File: src/rtl/muls_accum_if.sv
// Bus bundle for muls_accum: multiplier product input, run control and result outputs.
// master = producer/consumer side, slave = the accumulator.
interface muls_accum_if #(
    parameter int ACC_WIDTH = 8,
    parameter int CNT_WIDTH = 4
);
    logic [3:0]                  p;
    logic                        s;
    logic                        rdy;
    logic                        start;
    logic [CNT_WIDTH-1:0]        n_terms;
    logic                        ack;
    logic signed [ACC_WIDTH-1:0] acc;
    logic                        acc_valid;
    logic                        busy;
    logic                        ovf;

    modport master (
        output p, s, rdy, start, n_terms, ack,
        input  acc, acc_valid, busy, ovf
    );

    modport slave (
        input  p, s, rdy, start, n_terms, ack,
        output acc, acc_valid, busy, ovf
    );
endinterface

File: src/rtl/muls_accum.sv
// Signed accumulator of sign/magnitude products over a counted run of rdy edges.
// Define MULS_ACCUM_SATURATE_EN to clamp on overflow instead of wrapping.
module muls_accum #(
    parameter int ACC_WIDTH = 8,
    parameter int CNT_WIDTH = 4
) (
    input  logic       clk,
    input  logic       reset,
    muls_accum_if.slave bus
);
    typedef enum logic [1:0] {IDLE, RUN, DONE} state_t;

    localparam logic signed [ACC_WIDTH-1:0] ACC_MAX = {1'b0, {(ACC_WIDTH-1){1'b1}}};
    localparam logic signed [ACC_WIDTH-1:0] ACC_MIN = {1'b1, {(ACC_WIDTH-1){1'b0}}};

    state_t                      state, state_next;
    logic signed [ACC_WIDTH-1:0] acc_r, acc_next;
    logic                        ovf_r, ovf_next;
    logic [CNT_WIDTH-1:0]        count, count_next;
    logic                        rdy_q;
    logic                        busy_r;
    logic                        valid_r;

    logic                        term_evt;
    logic signed [ACC_WIDTH-1:0] mag;
    logic signed [ACC_WIDTH-1:0] term;
    logic signed [ACC_WIDTH:0]   sum_ext;
    logic                        sum_ovf;
    logic signed [ACC_WIDTH-1:0] sum_val;

    assign term_evt = bus.rdy & ~rdy_q;
    // A negative zero magnitude negates to zero, so it needs no special case.
    assign mag      = {{(ACC_WIDTH-4){1'b0}}, bus.p};
    assign term     = bus.s ? -mag : mag;
    assign sum_ext  = {acc_r[ACC_WIDTH-1], acc_r} + {term[ACC_WIDTH-1], term};
    assign sum_ovf  = sum_ext[ACC_WIDTH] ^ sum_ext[ACC_WIDTH-1];

`ifdef MULS_ACCUM_SATURATE_EN
    assign sum_val = sum_ovf ? (sum_ext[ACC_WIDTH] ? ACC_MIN : ACC_MAX)
                             : sum_ext[ACC_WIDTH-1:0];
`else
    assign sum_val = sum_ext[ACC_WIDTH-1:0];
`endif

    // NOTE: every always_comb output is given a default first so no path can infer a latch.
    always_comb begin
        state_next = state;
        acc_next   = acc_r;
        ovf_next   = ovf_r;
        count_next = count;
        case (state)
            IDLE: begin
                if (bus.start) begin
                    state_next = RUN;
                    acc_next   = '0;
                    ovf_next   = 1'b0;
                    count_next = bus.n_terms;
                end
            end
            RUN: begin
                if (term_evt) begin
                    acc_next   = sum_val;
                    ovf_next   = ovf_r | sum_ovf;
                    count_next = count - CNT_WIDTH'(1);
                    // A loaded count of zero wraps through all 2^CNT_WIDTH values before reaching one.
                    if (count == CNT_WIDTH'(1)) state_next = DONE;
                end
            end
            DONE: begin
                if (bus.ack && bus.start) begin
                    state_next = RUN;
                    acc_next   = '0;
                    ovf_next   = 1'b0;
                    count_next = bus.n_terms;
                end else if (bus.ack) begin
                    state_next = IDLE;
                end
            end
            default: state_next = IDLE;
        endcase
    end

    // NOTE: sequential state uses non-blocking assignments so all registers update from pre-edge values.
    always_ff @(posedge clk or negedge reset) begin
        if (!reset) begin
            state   <= IDLE;
            acc_r   <= '0;
            ovf_r   <= 1'b0;
            count   <= '0;
            rdy_q   <= 1'b0;
            busy_r  <= 1'b0;
            valid_r <= 1'b0;
        end else begin
            state   <= state_next;
            acc_r   <= acc_next;
            ovf_r   <= ovf_next;
            count   <= count_next;
            rdy_q   <= bus.rdy;
            busy_r  <= (state_next == RUN);
            valid_r <= (state_next == DONE);
        end
    end

    assign bus.acc       = acc_r;
    assign bus.ovf       = ovf_r;
    assign bus.busy      = busy_r;
    assign bus.acc_valid = valid_r;
endmodule

File: src/flat_wrapper.sv
// flat-port wrapper written by rule: the top's interface ports become plain ports
module muls_accum_flat 
#(
    parameter int ACC_WIDTH = 8,
    parameter int CNT_WIDTH = 4
)
  (clk, reset, bus_p, bus_s, bus_rdy, bus_start, bus_n_terms, bus_ack, bus_acc, bus_acc_valid, bus_busy, bus_ovf);
  muls_accum_if #(.ACC_WIDTH(ACC_WIDTH), .CNT_WIDTH(CNT_WIDTH)) bus_i ();
  input  logic clk;
  input  logic reset;
  input wire logic [$bits(bus_i.p)-1:0] bus_p;
  input wire logic [$bits(bus_i.s)-1:0] bus_s;
  input wire logic [$bits(bus_i.rdy)-1:0] bus_rdy;
  input wire logic [$bits(bus_i.start)-1:0] bus_start;
  input wire logic [$bits(bus_i.n_terms)-1:0] bus_n_terms;
  input wire logic [$bits(bus_i.ack)-1:0] bus_ack;
  output wire logic [$bits(bus_i.acc)-1:0] bus_acc;
  output wire logic [$bits(bus_i.acc_valid)-1:0] bus_acc_valid;
  output wire logic [$bits(bus_i.busy)-1:0] bus_busy;
  output wire logic [$bits(bus_i.ovf)-1:0] bus_ovf;
  assign bus_i.p = bus_p;
  assign bus_i.s = bus_s;
  assign bus_i.rdy = bus_rdy;
  assign bus_i.start = bus_start;
  assign bus_i.n_terms = bus_n_terms;
  assign bus_i.ack = bus_ack;
  assign bus_acc = bus_i.acc;
  assign bus_acc_valid = bus_i.acc_valid;
  assign bus_busy = bus_i.busy;
  assign bus_ovf = bus_i.ovf;
  muls_accum #(.ACC_WIDTH(ACC_WIDTH), .CNT_WIDTH(CNT_WIDTH)) u_core (.clk(clk), .reset(reset), .bus(bus_i));
endmodule
File: config.mk
export PLATFORM = sky130hd
export DESIGN_NAME = muls_accum_flat
export DESIGN_NICKNAME = d
export VERILOG_FILES = /design/src/rtl/muls_accum_if.sv /design/src/rtl/muls_accum.sv /design/src/flat_wrapper.sv
export SDC_FILE = /design/constraint.sdc
export NUM_CORES = 1
export LEC_CHECK = 0
export ABC_AREA = 1
export CORE_AREA = 2 2 77 79
export CTS_BUF_LIST = sky130_fd_sc_hd__clkbuf_4
export CTS_CLUSTER_DIAMETER = 60
export CTS_CLUSTER_SIZE = 30
export DETAILED_ROUTE_END_ITERATION = 8
export DIE_AREA = 0 0 79 81
export GPL_ROUTABILITY_DRIVEN = 0
export PLACE_DENSITY_LB_ADDON = 0.2
export SLEW_MARGIN = 10
export SYNTH_ARGS = -nofsm -noshare
export SYNTH_HDL_FRONTEND = slang
export SYNTH_SLANG_ARGS = --single-unit
File: constraint.sdc
create_clock -name clk -period 1.6 [get_ports clk]
set_clock_uncertainty 0.15 [all_clocks]
set_input_delay 0.16 -clock clk [delete_from_list [all_inputs] [get_ports clk]]
set_output_delay 0.16 -clock clk [all_outputs]
set_load 0.03 [all_outputs]
==> summary.txt <==
status = complete, but fails checks
failing checks = negative setup slack
part of the Yosys area used for sequential elements = 33.6%
Power Density = 1540 mW/mm^2
antenna cells = 0
post-synth top area share = 33.6%
I/O pin cnt = 25
via count = 1300
predominant post-synthesis flop cell = dfrtp_1
EDFF count, synth = 0
Synth top cells by count = nand2_1 (45), inv_1 (29), dfrtp_1 (18), nand3_1 (13), nor2_1 (13)
area leader, netlist = dfrtp_1
Final Max Slew Viols = 0
final period utilization = 111%
Worst-Skew Late Latency = 0.30 ns
R2R depth = 9
post-synthesis cell count = 179
Peak supply drop = 0.000574 V
clock tree buffer depth = 2
number of nets with antenna violations after routing = 0
Vias/cell = 4.19
WL final = 3170 um
starting density of the core = 23.6%
gr usage total = 10.8%
Crit Path Max Fanout = 3
worst slew pin tran = 0.317 ns
Avg Cell Area, Syn = 7.49 um^2
multi-input logic area = 928 um^2
total power = 3230 uW
setup_tns = -0.573 ns
NumNets Final = 263
Max-slew headroom = 79.0%
met2 WL post-DR = 1580 um
critical path endpoint = u_core.bus.acc[6]
top post-synthesis cells by area = dfrtp_1 (34%), nand2_1 (13%), ha_1 (11%)
H-tree depth reported by CTS = 1
Seq. cell area = 453 um^2
Crit Path Class = in2reg
DP HPWL = 2500 um
Setup violations, final = 5
CP startpoint = bus_p[2]
CTS tree = yes
first-pass GRT wire length = 5530 um
Synth Cell Area = 0.00134 mm^2
number of input and output port buffers inserted = 24
number of distinct library cells after synthesis = 27
drt pass-1 iters = 4
die width = 79 um
uppermost layer routed = met4
number of global-route vias before repair = 1242
post-DR wirelength/cell = 10.2 um
CTS buffer count = 3
P&R area growth vs syn = 56.3%
critical path required time = 1.68 ns
initial antenna violation count = 0
Worst Hold Class = in2async
hold_buf cts = 0
area of the die = 0.00640 mm^2
total of fill cells in the finished design = 609
min cycle time layout = 1.78 ns
clock root cell = clkbuf_4
element type at the critical path end = flip-flop
FF+latch count, synth = 18
met3 WL = 57 um
share of cells above drive strength 1 = 35.7%
Sink Count = 18
synth warn = 0
M1 WL = 1510 um
DRC Markers = 0
crit path launch type = input port
asr flop ratio synth = 100%
Static Leak = 0.00104 uW
worst r2r src = u_core.bus.acc[0]
GRT overflow = 0
Clock transition at path regs = 0.11 ns
endpoints failing hold = 0
core area = 0.00568 mm^2
FMAX = 561 MHz
Layout Utilization = 36.9%
count leader, synth = nand2_1
Die Ht = 81 um
Final WS setup = -0.183 ns
# rows = 28
Starting DRT DRC Count = 35
CP arrival = 1.86 ns
syn_nets = 206
r2r setup slk = -0.18 ns
largest net degree at the start of global routing = 19
pre-CTS WS = -0.934 ns
Max Cap Viol = 0
RSZ-0062 raised after global routing = yes
R2R Path End = u_core.bus.acc[6]
==> placed cells by master, fill, tap and decap left out, drive strengths merged <==
master	Yosys	routed
buf	2	33
ha	12	12
clkbuf	0	3
nand3	15	15
dfrtp	18	18
dlygate4sd2	0	10
xor2	2	2
a22oi	1	1
clkdlybuf4s50	0	8
inv	31	31
nor2	16	16
o22ai	2	2
fa	1	1
clkdlybuf4s15	0	3
nand2	49	49
a21oi	3	3
o21ai	16	16
nand4	1	1
o211ai	2	2
nor3	4	4
or2	4	4
clkinv	0	1
==> critical path: stages <==
cell,delay (ns)
buf_6,0.10
nor3_4,0.19
ha_1,0.25
nand2_1,0.05
o21ai_1,0.06
ha_1,0.35
or2_4,0.26
nand2_4,0.08
nor2_2,0.05
nor2_1,0.12
o21ai_1,0.07
o21ai_1,0.12
==> metrics by stage <==
step                      cell area, um^2  instances  hold slack [ns]
after floorplan                      1400        179           -0.286
after detailed placement             1910        302            0.364
after CTS                            1980        308           0.0310
final                                2100        310           0.0305
after global placement               1910        302            0.365
after global routing                 2100        310           0.0526
==> logic make-up after synthesis <==
family / synth area share [%]
simple gates: 32.1
xor+xnor: 1.31
flops: 33.6
compound gates: 9.98
fa+ha+maj: 12.7
buf+inv: 10.4
==> routing by layer <==
| layer | GRT usage, % | vias to the layer above |
|---|---|---|
| met1 | 13.9 | 596 |
| met4 | 4.66 | 0 |
| li1 | - | 691 |
| met2 | 18.6 | 11 |
| met3 | 1.00 | 2 |
| met5 | 0 | - |
==> cell type report <==
cell class | instances | area share, %
Inverter | 31 | 6.03
Sequential cell | 18 | 21.6
Timing Repair Buffer | 54 | 22.3
Clock inverter | 1 | 0.179
Tap cell | 75 | 4.48
Multi-Input combinational cell | 128 | 44.3
Clock buffer | 3 | 1.07
==> sequential cells by signal, summed over array words and instances, names as in the netlist <==
name	flops
u_core.count	4
u_core.bus.ovf	1
u_core.bus.acc	8
u_core.rdy_q	1
u_core.state	2
u_core.bus.acc_valid	1
u_core.bus.busy	1
==> worst min path at each step <==
stage                    start                end  slack, ns  depth (start not counted)
3_3_place_gp             reset    u_core.count[1]       0.37                          2
6_report                 reset    u_core.count[1]       0.03                          2
2_1_floorplan            reset  u_core.bus.acc[0]      -0.29                          0
4_1_cts                  reset       u_core.rdy_q       0.03                          2
5_1_grt                  reset       u_core.rdy_q       0.05                          2
3_5_place_dp   u_core.state[0]    u_core.state[1]       0.36                          1
==> power breakdown <==
group,switching [uW],internal [uW],leakage (uW)
Sequential,141,640,0.000218
Clock,153,90.8,0.0000154
Combinational,1210,992,0.000807
Total,1500,1720,0.00104
==> timing repair <==
item | 4_1_cts | 5_1_grt
pin swaps | 18 | 16
setup buffers | 2 | 3
endpoints found under the setup margin | 19 | 9
gates resized for setup | 42 | 27
(Power assumes the default switching activity.)
